## src/rtl/move_sequencer_pkg.sv

```systemverilog
// Shared definitions for the move sequencer: FSM states, move key codes,
// default timing/limit parameters and the move-code decode.
package move_sequencer_pkg;

   typedef enum logic [2:0] {
      ST_IDLE = 3'd0,
      ST_PLAY = 3'd1,
      ST_COOL = 3'd2,
      ST_WIN  = 3'd3,
      ST_LOSE = 3'd4
   } state_t;

   localparam logic [3:0] KEY_DOWN  = 4'h2;
   localparam logic [3:0] KEY_LEFT  = 4'h4;
   localparam logic [3:0] KEY_RIGHT = 4'h6;
   localparam logic [3:0] KEY_UP    = 4'h8;

   localparam int unsigned DEF_DEBOUNCE_CYCLES = 16;
   localparam int unsigned DEF_COOLDOWN_CYCLES = 8;
   localparam int unsigned DEF_MOVE_LIMIT      = 40;
   localparam logic [4:0]  DEF_GOAL_ADDR       = 5'd0;

   function automatic logic is_move_code(input logic [3:0] code);
      return (code == KEY_DOWN) || (code == KEY_LEFT) ||
             (code == KEY_RIGHT) || (code == KEY_UP);
   endfunction

endpackage

```

## src/rtl/move_sequencer_if.sv

```systemverilog
// Keypad/datapath-facing signal bundle of the move sequencer.
interface move_sequencer_if;
   logic [3:0] key_code_i;
   logic       key_valid_i;
   logic       start_i;
   logic [4:0] address_i;
   logic [3:0] key_o;
   logic       enable_move_o;
   logic [2:0] state_o;
   logic [7:0] moves_o;
   logic       win_o;
   logic       lose_o;

   modport master (
      output key_code_i, key_valid_i, start_i, address_i,
      input  key_o, enable_move_o, state_o, moves_o, win_o, lose_o
   );

   modport slave (
      input  key_code_i, key_valid_i, start_i, address_i,
      output key_o, enable_move_o, state_o, moves_o, win_o, lose_o
   );
endinterface

```

## src/rtl/move_sequencer_key_debouncer.sv

```systemverilog
// Synchronises the raw keypad level/code and emits one press per stable key
// hold; a fresh press needs the key released for a full window first.
module key_debouncer
   import move_sequencer_pkg::*;
#(
   parameter int unsigned DEBOUNCE_CYCLES = DEF_DEBOUNCE_CYCLES
) (
   input  logic       clk_50MHz_i,
   input  logic       rst_async_la_i,
   input  logic [3:0] key_code_i,
   input  logic       key_valid_i,
   output logic       press_o,
   output logic [3:0] code_o
);

   localparam int unsigned    CW  = $clog2(DEBOUNCE_CYCLES + 1);
   localparam logic [CW-1:0]  LIM = CW'(DEBOUNCE_CYCLES);

   logic          valid_meta, valid_sync;
   logic [3:0]    code_meta, code_sync, code_ref;
   logic [CW-1:0] hi_cnt, hi_nxt, lo_cnt, lo_nxt;
   logic          armed;

   // Two-flop synchronisers for the asynchronous keypad inputs.
   always_ff @(posedge clk_50MHz_i or negedge rst_async_la_i) begin
      if (!rst_async_la_i) begin
         valid_meta <= 1'b0;
         valid_sync <= 1'b0;
         code_meta  <= '0;
         code_sync  <= '0;
      end else begin
         valid_meta <= key_valid_i;
         valid_sync <= valid_meta;
         code_meta  <= key_code_i;
         code_sync  <= code_meta;
      end
   end

   // Next values of the stable-high and stable-low run counters.
   always_comb begin
      hi_nxt = '0;
      lo_nxt = '0;
      if (valid_sync) begin
         if ((hi_cnt != '0) && (code_sync != code_ref)) begin
            hi_nxt = CW'(1);
         end else if (hi_cnt != LIM) begin
            hi_nxt = hi_cnt + 1'b1;
         end else begin
            hi_nxt = LIM;
         end
      end else if (!armed) begin
         lo_nxt = lo_cnt + 1'b1;
      end
   end

   assign press_o = armed && (hi_nxt == LIM);
   assign code_o  = code_sync;

   // Run counters and the release-rearm flag; a press disarms until release.
   always_ff @(posedge clk_50MHz_i or negedge rst_async_la_i) begin
      if (!rst_async_la_i) begin
         hi_cnt   <= '0;
         lo_cnt   <= '0;
         code_ref <= '0;
         armed    <= 1'b1;
      end else begin
         hi_cnt   <= hi_nxt;
         lo_cnt   <= (lo_nxt == LIM) ? '0 : lo_nxt;
         code_ref <= code_sync;
         if (press_o) begin
            armed <= 1'b0;
         end else if (lo_nxt == LIM) begin
            armed <= 1'b1;
         end
      end
   end

endmodule

```

## src/rtl/move_sequencer.sv

```systemverilog
// Game move sequencer: turns debounced keypad presses into single move
// strobes, enforces a cooldown between moves and tracks win/lose.
module move_sequencer
   import move_sequencer_pkg::*;
#(
   parameter int unsigned DEBOUNCE_CYCLES = DEF_DEBOUNCE_CYCLES,
   parameter int unsigned COOLDOWN_CYCLES = DEF_COOLDOWN_CYCLES,
   parameter int unsigned MOVE_LIMIT      = DEF_MOVE_LIMIT,
   parameter logic [4:0]  GOAL_ADDR       = DEF_GOAL_ADDR
) (
   input  logic           clk_50MHz_i,
   input  logic           rst_async_la_i,
   move_sequencer_if.slave bus
);

   localparam int unsigned    CCW       = $clog2(COOLDOWN_CYCLES);
   localparam logic [CCW-1:0] COOL_LAST = CCW'(COOLDOWN_CYCLES - 1);
   localparam logic [7:0]     LIMIT_C   = 8'(MOVE_LIMIT);

   state_t         state, state_nxt;
   logic [CCW-1:0] cool_cnt;
   logic           press;
   logic [3:0]     code;
   logic           issue, clear;
   logic [3:0]     key;
   logic           enable;
   logic [7:0]     moves;
   logic           win, lose;

   key_debouncer #(
      .DEBOUNCE_CYCLES(DEBOUNCE_CYCLES)
   ) u_key_debouncer (
      .clk_50MHz_i    (clk_50MHz_i),
      .rst_async_la_i (rst_async_la_i),
      .key_code_i     (bus.key_code_i),
      .key_valid_i    (bus.key_valid_i),
      .press_o        (press),
      .code_o         (code)
   );

   // FSM state register.
   always_ff @(posedge clk_50MHz_i or negedge rst_async_la_i) begin
      if (!rst_async_la_i) begin
         state <= ST_IDLE;
      end else begin
         state <= state_nxt;
      end
   end

   // Next-state decode plus issue/clear strobes for the datapath registers.
   always_comb begin
      state_nxt = state;
      issue     = 1'b0;
      clear     = 1'b0;
      unique case (state)
         ST_IDLE, ST_WIN, ST_LOSE: begin
            if (bus.start_i) begin
               clear     = 1'b1;
               state_nxt = ST_PLAY;
            end
         end
         ST_PLAY: begin
            if (press && is_move_code(code)) begin
               issue     = 1'b1;
               state_nxt = ST_COOL;
            end
         end
         ST_COOL: begin
            if (cool_cnt == '0) begin
               if (bus.address_i == GOAL_ADDR) begin
                  state_nxt = ST_WIN;
               end else if (moves == LIMIT_C) begin
                  state_nxt = ST_LOSE;
               end else begin
                  state_nxt = ST_PLAY;
               end
            end
         end
         default: state_nxt = ST_IDLE;
      endcase
   end

   // Move strobe, held key, cooldown and saturating move counter; win/lose
   // are decoded from the next state so they line up with state_o.
   always_ff @(posedge clk_50MHz_i or negedge rst_async_la_i) begin
      if (!rst_async_la_i) begin
         cool_cnt <= '0;
         key      <= '0;
         enable   <= 1'b0;
         moves    <= '0;
         win      <= 1'b0;
         lose     <= 1'b0;
      end else begin
         enable <= issue;
         win    <= (state_nxt == ST_WIN);
         lose   <= (state_nxt == ST_LOSE);
         if (issue) begin
            key      <= code;
            cool_cnt <= COOL_LAST;
         end else if ((state == ST_COOL) && (cool_cnt != '0)) begin
            cool_cnt <= cool_cnt - 1'b1;
         end
         if (clear) begin
            moves <= '0;
         end else if (issue && (moves != 8'hFF)) begin
            moves <= moves + 8'd1;
         end
      end
   end

   assign bus.key_o         = key;
   assign bus.enable_move_o = enable;
   assign bus.state_o       = state;
   assign bus.moves_o       = moves;
   assign bus.win_o         = win;
   assign bus.lose_o        = lose;

endmodule

```

## src/flat_wrapper.sv

```systemverilog
// flat-port wrapper written by rule: the top's interface ports become plain ports
module move_sequencer_flat import move_sequencer_pkg::*;
#(
   parameter int unsigned DEBOUNCE_CYCLES = DEF_DEBOUNCE_CYCLES,
   parameter int unsigned COOLDOWN_CYCLES = DEF_COOLDOWN_CYCLES,
   parameter int unsigned MOVE_LIMIT      = DEF_MOVE_LIMIT,
   parameter logic [4:0]  GOAL_ADDR       = DEF_GOAL_ADDR
)
  (clk_50MHz_i, rst_async_la_i, bus_key_code_i, bus_key_valid_i, bus_start_i, bus_address_i, bus_key_o, bus_enable_move_o, bus_state_o, bus_moves_o, bus_win_o, bus_lose_o);
  move_sequencer_if bus_i ();
  input  logic clk_50MHz_i;
  input  logic rst_async_la_i;
  input wire logic [$bits(bus_i.key_code_i)-1:0] bus_key_code_i;
  input wire logic [$bits(bus_i.key_valid_i)-1:0] bus_key_valid_i;
  input wire logic [$bits(bus_i.start_i)-1:0] bus_start_i;
  input wire logic [$bits(bus_i.address_i)-1:0] bus_address_i;
  output wire logic [$bits(bus_i.key_o)-1:0] bus_key_o;
  output wire logic [$bits(bus_i.enable_move_o)-1:0] bus_enable_move_o;
  output wire logic [$bits(bus_i.state_o)-1:0] bus_state_o;
  output wire logic [$bits(bus_i.moves_o)-1:0] bus_moves_o;
  output wire logic [$bits(bus_i.win_o)-1:0] bus_win_o;
  output wire logic [$bits(bus_i.lose_o)-1:0] bus_lose_o;
  assign bus_i.key_code_i = bus_key_code_i;
  assign bus_i.key_valid_i = bus_key_valid_i;
  assign bus_i.start_i = bus_start_i;
  assign bus_i.address_i = bus_address_i;
  assign bus_key_o = bus_i.key_o;
  assign bus_enable_move_o = bus_i.enable_move_o;
  assign bus_state_o = bus_i.state_o;
  assign bus_moves_o = bus_i.moves_o;
  assign bus_win_o = bus_i.win_o;
  assign bus_lose_o = bus_i.lose_o;
  move_sequencer #(.DEBOUNCE_CYCLES(DEBOUNCE_CYCLES), .COOLDOWN_CYCLES(COOLDOWN_CYCLES), .MOVE_LIMIT(MOVE_LIMIT), .GOAL_ADDR(GOAL_ADDR)) u_core (.clk_50MHz_i(clk_50MHz_i), .rst_async_la_i(rst_async_la_i), .bus(bus_i));
endmodule
```

## config.mk

```make
export PLATFORM = sky130hd
export DESIGN_NAME = move_sequencer_flat
export DESIGN_NICKNAME = d
export VERILOG_FILES = /design/src/rtl/move_sequencer_pkg.sv /design/src/rtl/move_sequencer_if.sv /design/src/rtl/move_sequencer_key_debouncer.sv /design/src/rtl/move_sequencer.sv /design/src/flat_wrapper.sv
export SDC_FILE = /design/constraint.sdc
export NUM_CORES = 1
export LEC_CHECK = 0
export ABC_AREA = 1
export BUFFER_PORTS_ARGS = -buffer_cell sky130_fd_sc_hd__buf_2
export CAP_MARGIN = 5
export CORE_MARGIN = 2
export CORE_UTILIZATION = 31
export DETAILED_ROUTE_END_ITERATION = 8
export GPL_ROUTABILITY_DRIVEN = 0
export GPL_TIMING_DRIVEN = 0
export HOLD_SLACK_MARGIN = 0.06
export SYNTH_ARGS = -nofsm -noshare
export SYNTH_HDL_FRONTEND = slang
export SYNTH_HIERARCHICAL = 1
export SYNTH_SLANG_ARGS = --single-unit
```

## constraint.sdc

```tcl
create_clock -name clk_50MHz_i -period 2.9 [get_ports clk_50MHz_i]
set_clock_uncertainty 0.05 [all_clocks]
set_input_delay 0.58 -clock clk_50MHz_i [delete_from_list [all_inputs] [get_ports clk_50MHz_i]]
set_output_delay 0.58 -clock clk_50MHz_i [all_outputs]
set_load 0.01 [all_outputs]
```

Word-level counts from Yosys, hierarchy flattened

Cells that the tools add are included.

Output and inout port bits: 18
Logic and storage cells: 74
Input bits: 13
Bits in registers: 46

Add/sub/neg operators: 4
Equality and inequality tests: 16
Reduce and logical (&&, ||, !) cells: 17
Muxes and demuxes: 22

Operators with widths:

| cell                                                 | number |
|---|---|
| 2-to-1 mux 5 bit                                     | 6 |
| 2-to-1 mux 3 bit                                     | 7 |
| 2-to-1 mux 8 bit                                     | 2 |
| adder 5 x 1 -> 5 bit (second input constant)         | 2 |
| equality test 5 bit (second input constant)          | 2 |
| equality test 3 x 2 -> 1 bit (second input constant) | 3 |
| one-hot mux 3 bit (3 select lines)                   | 1 |
| adder 8 x 1 -> 8 bit (second input constant)         | 1 |
| equality test 4 x 3 -> 1 bit (second input constant) | 2 |
| equality test 8 x 6 -> 1 bit (second input constant) | 1 |
| != test 8 bit (second input constant)                | 1 |
| equality test 3 bit (second input constant)          | 2 |
| zero test 3 bit                                      | 2 |
| 2-to-1 mux 1 bit                                     | 6 |
| nonzero test 2 bit                                   | 3 |
| logical AND 1 bit                                    | 5 |
| zero test 5 bit                                      | 1 |
| != test 5 bit (second input constant)                | 1 |
| nonzero test 5 bit                                   | 1 |
| equality test 4 x 2 -> 1 bit (second input constant) | 1 |
| equality test 4 bit (second input constant)          | 1 |
| != test 4 bit                                        | 1 |
| equality test 3 x 1 -> 1 bit (second input constant) | 1 |
| logical OR 1 bit                                     | 3 |
| 3 further kinds                                      | 3 |

Logic depth before layout (Yosys ltp)

Gate-level depths: netlist of run 1.

Word-level depth: 12
Depth in mapped cells: 18
Depth with buffers taken out: 18

Cells and area by module

Netlist of run 1, hierarchy kept.

By module, submodules not included:

| module         | cells an instance | sequential area each (um2) | area each (um2) | instances |
|---|---|---|---|---|
| move_sequencer | 163               | 525.5                      | 1,260.0         | 1 |
| key_debouncer  | 112               | 626.9                      | 1,033.5         | 1 |

Least setup slack after synthesis of run 1

Ideal clock, no wire load.

Path type: register -> register
Start point: reg u_core.u_key_debouncer.hi_cnt[0]
End point: reg u_core.moves[2], in the netlist u_core/bus.moves_o[2]
Cell stages (with the launch flop): 18
Required time: 2.732 ns
Setup time: 0.118 ns
Setup slack: 0.940 ns
Data arrival time: 1.791 ns
Cell sequence: dfrtp_1 -> inv_1 -> ha_1 -> nand2_1 -> nor2_1 -> nand2_1 -> nand3_1 -> nand2_1 -> clkinv_1 -> nand2_1 -> nor2_2 -> inv_1 -> nor2_1 -> nand2_1 -> nor2_1 -> nand3_4 -> nand3_1 -> nand2_1

Word-level cells in the longest chain between the ends: 11

RTL lines:

| what                                                         | RTL line                                                               | text |
|---|---|---|
| start: declaration                                           | move_sequencer_key_debouncer.sv:21                                     | `logic [CW-1:0] hi_cnt, hi_nxt, lo_cnt, lo_nxt;` |
| start signal: assignment                                     | move_sequencer_key_debouncer.sv:67                                     | `hi_cnt <= hi_nxt;` |
| adder 5 x 1 -> 5 bit, or another cell as far along           | move_sequencer_key_debouncer.sv:47                                     | `hi_nxt = hi_cnt + 1'b1;` |
| 2-to-1 mux 5 bit / logical AND 1 bit (equally long branches) | move_sequencer_key_debouncer.sv:46, move_sequencer_key_debouncer.sv:44 |  |
| 2-to-1 mux 5 bit (*)                                         | move_sequencer_key_debouncer.sv:44                                     | `if ((hi_cnt != '0) && (code_sync != code_ref)) begin` |
| 2-to-1 mux 5 bit (*)                                         | move_sequencer_key_debouncer.sv:43                                     | `if (valid_sync) begin` |
| equality test 5 bit (*)                                      | move_sequencer_key_debouncer.sv:56                                     | `assign press_o = armed && (hi_nxt == LIM);` |
| logical AND 1 bit (*)                                        | move_sequencer_key_debouncer.sv:56                                     |  |
| named net u_core.press                                       | move_sequencer.sv:22                                                   | `logic press;` |
| logical AND 1 bit (*)                                        | move_sequencer.sv:63                                                   | `if (press && is_move_code(code)) begin` |
| 2-to-1 mux 1 bit (*)                                         | move_sequencer.sv:63                                                   |  |
| 2-to-1 mux 1 bit (*)                                         | move_sequencer.sv:55                                                   | `unique case (state)` |
| logical AND 1 bit (*)                                        | move_sequencer.sv:105                                                  | `end else if (issue && (moves != 8'hFF)) begin` |
| nonzero test 2 bit (no line) (*)                             | --                                                                     |  |
| end signal: assignment                                       | move_sequencer.sv:106                                                  | `moves <= moves + 8'd1;` |
| end: declaration                                             | move_sequencer.sv:27                                                   | `logic [7:0] moves;` |

Mark *: on every way through the listed nets, which the timed path passes. The rest lies on a longest branch.
A chain may end at the register's enable or synchronous reset.

Final worst setup path of run 1

Start point: reg u_core.u_key_debouncer.hi_cnt[0]
End point: reg u_core.moves[6], in the netlist u_core/bus.moves_o[6]

Same word-level chain as after synthesis.

==> results_dict.tcl, run 1 <==
set metrics [dict create \
    status "complete, no violations" \
    drv_cap 0 \
    rsz0062_at_grt "no" \
    path_cells "inv_1 > ha_1 > nand2_1 > nor2_1 > nand2_1 > nand3_1 > nand2_1 > clkinv_1 > nand2_1 > nor2_2 > inv_1 > nor2_1 > nand2_1 > nor2_1 > nand3_4 > nand2_2 > nand2_1 > nand2_1" \
    critPathBufInv 3 \
    placed_area_um2 2570 \
    nets 332 \
    power-per-cell-area_nw_per_um2 542 \
    antenna_found_initial 0 \
    required_ns 3.10 \
    clock-sinks 46 \
    die_width_um 90.0 \
    hp-class "reg2reg" \
    portBuffers 30 \
    yosysSeqAreaShare_pct 50.2 \
    post-route-min-period_ns 2.26 \
    postCtsSetupRepairBufs 0 \
    clock_latency_ns 0.31 \
    grt_pass1_vias 1696 \
    postCtsHoldBufs 0 \
    synth_commonest_cells "74 x nand2_1, 45 x dfrtp_1, 35 x inv_1" \
    grt_max_degree 47 \
    yosysTopAreaCell "dfrtp_1" \
    ios 31 \
    drive_above_1_share_pct 21.1 \
    fin_crit_sh_pct 78.0 \
    yosysMostFrequentCell "nand2_1" \
    critPathLaunchType "flip-flop" \
    crit_path_end_kind "flip-flop" \
    syn-cell-area_um2 2290 \
    synth.area.top_cells "dfrtp_1 49%, nand2_1 12%, nand3_1 6.5%, inv_1 5.7%, nor2_1 4.6%" \
    initial_core_util_pct 31.8 \
    cts_tree "done" \
    synth-main-ff-cell "dfrtp_1" \
    routedWlPerCell_um 10.3 \
    drtIter0Drc 95 \
    numCtsBuffers 5 \
    p_int_mw 1.03 \
    worstPathArrival_ns 2.46 \
    final_cell_area_um2 2680 \
    total_leakage_power_nw 1.47 \
    max_freq_mhz 442 \
    crit_path_top_delay_cell "dfrtp_1" \
    critPathMostFrequentCell "nand2_1" \
    cts_max_level 2 \
    slowest_delay_ns 0.43 \
    drt_wl_total_um 4240 \
    core-area_um2 7210 \
    finalHoldViolations 0 \
    worstMarginPinSlew_ns 1.01 \
    cts_root_buf "clkbuf_8" \
    hpwl_um 3070 \
    ys_warn_count 6 \
    switchingPower_mw 0.419 \
    drc 0 \
    cts_max_path_buffers 2 \
    combPwrFrac_pct 16.3 \
    clk_pin_slew_ns 0.09 \
    syn2layout_area_growth_pct 16.7 \
    grt_overflow 0 \
    diodes 0 \
    synth_fp_nets 295 \
    slew-limit-headroom_pct 32.9 \
    cts_resized 0 \
    clock_power_share_pct 32.6 \
    avgSynthCellArea_um2 8.34 \
    critPathTopFamily "simple AND/OR/NAND/NOR gates" \
    final-setup-viol-count 0 \
    switching_share_pct 28.9 \
    report.final.slew_viol_count 0 \
    synth_top_area_share_pct 49.1 \
    drt-pass1-iter-count 4 \
    power_frac_seq_pct 51.1 \
    worstSetupPathType "reg2reg" \
    synth-async-reset-ratio_pct 100 \
    rows 31 \
    die_y_um 90.0 \
    die_area_um2 8100 \
    synth_seq_cells 46 \
    grt_pass1_wl_um 7500 \
    grt_use_total_pct 11.5 \
    synthCells 275 \
    cp_max_fo 9 \
    avgViaCountPerCell 4.36 \
    ant_nets 0 \
    synth_edf_count 0 \
    synth.distinct_cells 31 \
    fin_setup_tns_ns 0 \
    vdd_drop_max_mv 0.352 \
    num_vias 1798 \
]
[path summary, 6_finish.rpt]
check | from | end | slack (ns) | cells past startpoint
worst max-delay path | u_core/u_key_debouncer/hi_cnt[0]$_DFF_PN0_ | u_core/bus.moves_o[6]$_DFFE_PN0P_ | 0.64 | 18
min in group asynchronous | rst_async_la_i | u_core/u_key_debouncer/code_meta[0]$_DFF_PN0_ | 0.39 | 1
max in group asynchronous | rst_async_la_i | u_core/bus.enable_move_o$_DFF_PN0_ | 1.79 | 1
worst max register to register | u_core/u_key_debouncer/hi_cnt[0]$_DFF_PN0_ | u_core/bus.moves_o[6]$_DFFE_PN0P_ | 0.64 | 18
worst min register to register | u_core/u_key_debouncer/code_meta[2]$_DFF_PN0_ | u_core/u_key_debouncer/code_o[2]$_DFF_PN0_ | 0.30 | 0
worst min-delay path | u_core/u_key_debouncer/code_meta[2]$_DFF_PN0_ | u_core/u_key_debouncer/code_o[2]$_DFF_PN0_ | 0.30 | 0
[area by class of cell]
class / count / area (µm²)
Multi-Input combinational cell: 184 / 952
Clock inverter: 3 / 40.0
Fill cell: 773 / 4540
Clock buffer: 5 / 68.8
Timing Repair Buffer: 30 / 150
Tap cell: 99 / 124
Buffer: 2 / 22.5
Sequential cell: 46 / 1150
Inverter: 43 / 166
[power groups by stage]
stage / sequential (mW) / combinational (mW) / clock [mW]
finish: 0.741 / 0.237 / 0.472
global route: 0.752 / 0.271 / 0.521
CTS: 0.741 / 0.240 / 0.492
detailed placement: 0.754 / 0.238 / 0
global placement: 0.752 / 0.236 / 0
floorplan: 0.753 / 0.154 / 0
[layer usage]
layer	track usage, %	vias to the layer above	part of all wire, %
li1	-	938	-
met1	14.3	817	48
met2	18.4	36	46
met3	2.35	7	3.5
met4	6.67	0	2.4
met5	0	-	0
[sequential cells by signal (all words and copies together) (netlist names), 3 cells and up]
| name | cells |
|---|---|
| u_core/u_key_debouncer/hi_cnt | 5 |
| u_core/bus.moves_o | 8 |
| u_core/u_key_debouncer/lo_cnt | 5 |
| u_core/u_key_debouncer/code_o | 4 |
| u_core/u_key_debouncer/code_ref | 4 |
| u_core/u_key_debouncer/code_meta | 4 |
| u_core/bus.state_o | 3 |
| u_core/cool_cnt | 3 |
| u_core/bus.key_o | 4 |
[placed cells by master (no fill, tap or decap), drive strengths merged]
| cell type | instances |
|---|---|
| bufinv | 1 |
| dfstp | 1 |
| o21bai | 1 |
| nand3 | 31 |
| clkbuf | 5 |
| xor2 | 3 |
| nor2 | 38 |
| ha | 7 |
| a31oi | 1 |
| nand4 | 7 |
| nand2 | 77 |
| buf | 32 |
| nor3 | 2 |
| dfrtp | 45 |
| o21ai | 4 |
| a21oi | 5 |
| nand3b | 2 |
| or2 | 1 |
| o31ai | 2 |
| inv | 41 |
| xnor2 | 2 |
| o211ai | 1 |
| clkinv | 4 |
[metrics by stage]
step                      power (mW)  setup slack [ns]  hold WS, ns  utilization [%]  cells
final                           1.45             0.639        0.302             37.1    412
after global routing            1.54             0.261        0.298             37.1    412
after CTS                       1.47             0.581        0.304             37.1    412
after detailed placement       0.993             0.600        0.286             35.6    404
after global placement         0.988             0.646        0.282             35.6    404
after floorplan                0.907             0.940        0.234                -    275
[logic make-up (layout without fill, tap and decap cells)]
kind of cell    count (synthesis)  count (layout)  synth area share, %
fa+ha+maj                       7               7                 3.82
flops                          46              46                 50.2
simple gates                  158             158                 32.1
xor+xnor                        5               5                 1.91
compound gates                 14              14                 3.71
buf+inv                        45              83                 8.24
(Power assumes the default switching activity.)
==> inputs of run 2 (changes only) <==
==> constraint.sdc (replaced) <==
create_clock -name clk_50MHz_i -period 1.9 [get_ports clk_50MHz_i]
set_clock_uncertainty 0.05 [all_clocks]
set_input_delay 0.38 -clock clk_50MHz_i [delete_from_list [all_inputs] [get_ports clk_50MHz_i]]
set_output_delay 0.38 -clock clk_50MHz_i [all_outputs]
set_load 0.01 [all_outputs]
==> results_dict.tcl, run 2 (synthesis gave the netlist of run 1 again) <==
set metrics [dict create \
    drt_wl_total_um 4720 \
    vdd_drop_max_mv 0.441 \
    portBuffers 30 \
    grt_pass1_wl_um 8380 \
    critPathMostFrequentCell "nand2_1" \
    antenna_found_initial 0 \
    crit_path_top_delay_cell "dfrtp_1" \
    cts_max_path_buffers 2 \
    cts_root_buf "clkbuf_8" \
    numCtsBuffers 5 \
    ff2ff_setup_slack_ns -0.23 \
    drt-pass1-iter-count 4 \
    reg2regPathDepth 18 \
    report.final.slew_viol_count 0 \
    slowest_delay_ns 0.42 \
    die_width_um 90.0 \
    holdCritStartpoint "bus_key_code_i[0]" \
    drtIter0Drc 59 \
    max_freq_mhz 470 \
    finalHoldViolations 0 \
    violations "negative setup slack" \
    rows 31 \
    finalNonFillerCells 426 \
    seqCellArea_um2 1150 \
    fin_crit_sh_pct 112 \
    clock-sinks 46 \
    grt_max_degree 47 \
    hpwl_um 3200 \
    total_leakage_power_nw 1.54 \
    clock_latency_ns 0.30 \
    power-per-cell-area_nw_per_um2 791 \
    core-area_um2 7210 \
    hp-class "in2reg" \
    ios 31 \
    cp_max_fo 5 \
    clk_pin_slew_ns 0.09 \
    rr_endpoint "u_core/bus.moves_o[6]$_DFFE_PN0P_" \
    cts_max_level 2 \
    die_y_um 90.0 \
    final_common_cell "nand2_1" \
    worstMarginPinSlew_ns 1.00 \
    die_area_um2 8100 \
    drc 0 \
    final_cell_area_um2 2950 \
    startpoint "u_core/u_key_debouncer/hi_cnt[0]$_DFF_PN0_" \
    holdWs_ns 0.130 \
    diodes 0 \
    p_total_mw 2.34 \
    r2r_start "u_core/u_key_debouncer/hi_cnt[0]$_DFF_PN0_" \
    worstPathArrival_ns 2.32 \
    critPathLaunchType "flip-flop" \
    multi_input_area_um2 1120 \
    drv_cap 0 \
    final-setup-viol-count 19 \
    worst_slack_ns -0.228 \
    status "finished with violations" \
    grt_overflow 0 \
    grt_use_total_pct 12.6 \
    initial_core_util_pct 31.8 \
    cts_tree "done" \
    worstSetupEndpoint "u_core/bus.moves_o[6]$_DFFE_PN0P_" \
    syn2layout_area_growth_pct 28.8 \
    slew-limit-headroom_pct 33.1 \
    num_vias 1897 \
    dp_cells 404 \
    worstSetupPathType "reg2reg" \
    post-route-min-period_ns 2.13 \
    placed_area_um2 2570 \
    crit_path_end_kind "flip-flop" \
    ant_nets 0 \
    nets 346 \
    required_ns 2.09 \
    drive_above_1_share_pct 32.4 \
    path_cells "inv_2 > ha_4 > nand2_4 > nor2_4 > nand2_2 > nand2_1 > nor2_1 > nand2_1 > nand2_1 > nor2_2 > inv_2 > nor2_4 > nand2_2 > nor2_4 > nand3_4 > nand2_4 > nand2_1 > nand2_1" \
    grt_pass1_vias 1843 \
    num-fill-cells 759 \
    layout_common_cells "69 x nand2_1, 45 x dfrtp_1, 30 x buf_2, 30 x inv_1, 24 x nor2_1" \
    rsz0062_at_grt "yes" \
    avgViaCountPerCell 4.45 \
    routedWlPerCell_um 11.1 \
    largest_reg_flops 8 \
]
-- run 2: cell types whose count changed in the layout (fill, tap and decap cells not counted), sizes merged --
cell and change:
buf +13, clkinvlp +1, nand3 +1, clkinv -2, clkbuf +1
-- run 2: worst min path at each step --
| stage | endpoint | slack [ns] | cells after the start |
|---|---|---|---|
| 6_report | u_core/u_key_debouncer/code_meta[0]$_DFF_PN0_ | 0.13 | 1 |
| 5_1_grt | u_core/u_key_debouncer/valid_meta$_DFF_PN0_ | 0.11 | 1 |
| 4_1_cts | u_core/u_key_debouncer/code_meta[0]$_DFF_PN0_ | 0.12 | 1 |
| 3_5_place_dp | u_core/u_key_debouncer/valid_sync$_DFF_PN0_ | 0.28 | 0 |
| 3_3_place_gp | u_core/u_key_debouncer/code_o[2]$_DFF_PN0_ | 0.28 | 0 |
| 2_1_floorplan | u_core/bus.enable_move_o$_DFF_PN0_ | 0.03 | 0 |
-- run 2: critical path: cells and delay by family (launching register included) --
family,cells,cell delay (ns)
buf+inv,2,0.15
fa+ha+maj,1,0.13
flops,1,0.42
simple gates,15,1.32
-- run 2: what timing repair did --
action	in CTS	in global routing
setup endpoints to repair	19	20
cloned	2	0
buffers inserted	14	2
hold buffers	0	0
endpoints found under the hold margin	0	0
pin swaps	18	12
resized for setup	33	8
-- run 2: power by group --
| group | switching [mW] | leakage, nW | total [mW] | internal [mW] |
|---|---|---|---|---|
| Sequential | 0.0866 | 0.595 | 1.13 | 1.05 |
| Combinational | 0.275 | 0.890 | 0.484 | 0.210 |
| Clock | 0.325 | 0.0514 | 0.717 | 0.392 |
-- run 2: stage by stage --
step	setup TNS, ns	util [%]	worst slack, ns
final	-3.57	40.9	-0.228
after global routing	-7.85	40.9	-0.469
after CTS	-3.81	40.7	-0.287
after detailed placement	-6.65	35.7	-0.391
after global placement	-5.48	35.7	-0.335
after floorplan	-0.305	-	-0.0339
-- run 2: cell type report --
cell class | instances | share of cell area (%)
flip-flops and latches | 46 | 39.0
multi-input cells | 185 | 37.9
repair buffers | 43 | 8.77
inverters | 43 | 5.63
well taps | 99 | 4.19
clock buffers | 6 | 2.46
clock inverters | 2 | 1.27
plain buffers | 2 | 0.762
-- run 2: layer usage --
| metal | global-route usage, % | up-vias | wire length, µm |
|---|---|---|---|
| li1 | - | 969 | - |
| met1 | 16.2 | 898 | 2210 |
| met2 | 20.3 | 23 | 2340 |
| met3 | 2.43 | 7 | 89 |
| met4 | 6.03 | 0 | 80 |
| met5 | 0 | - | 0 |
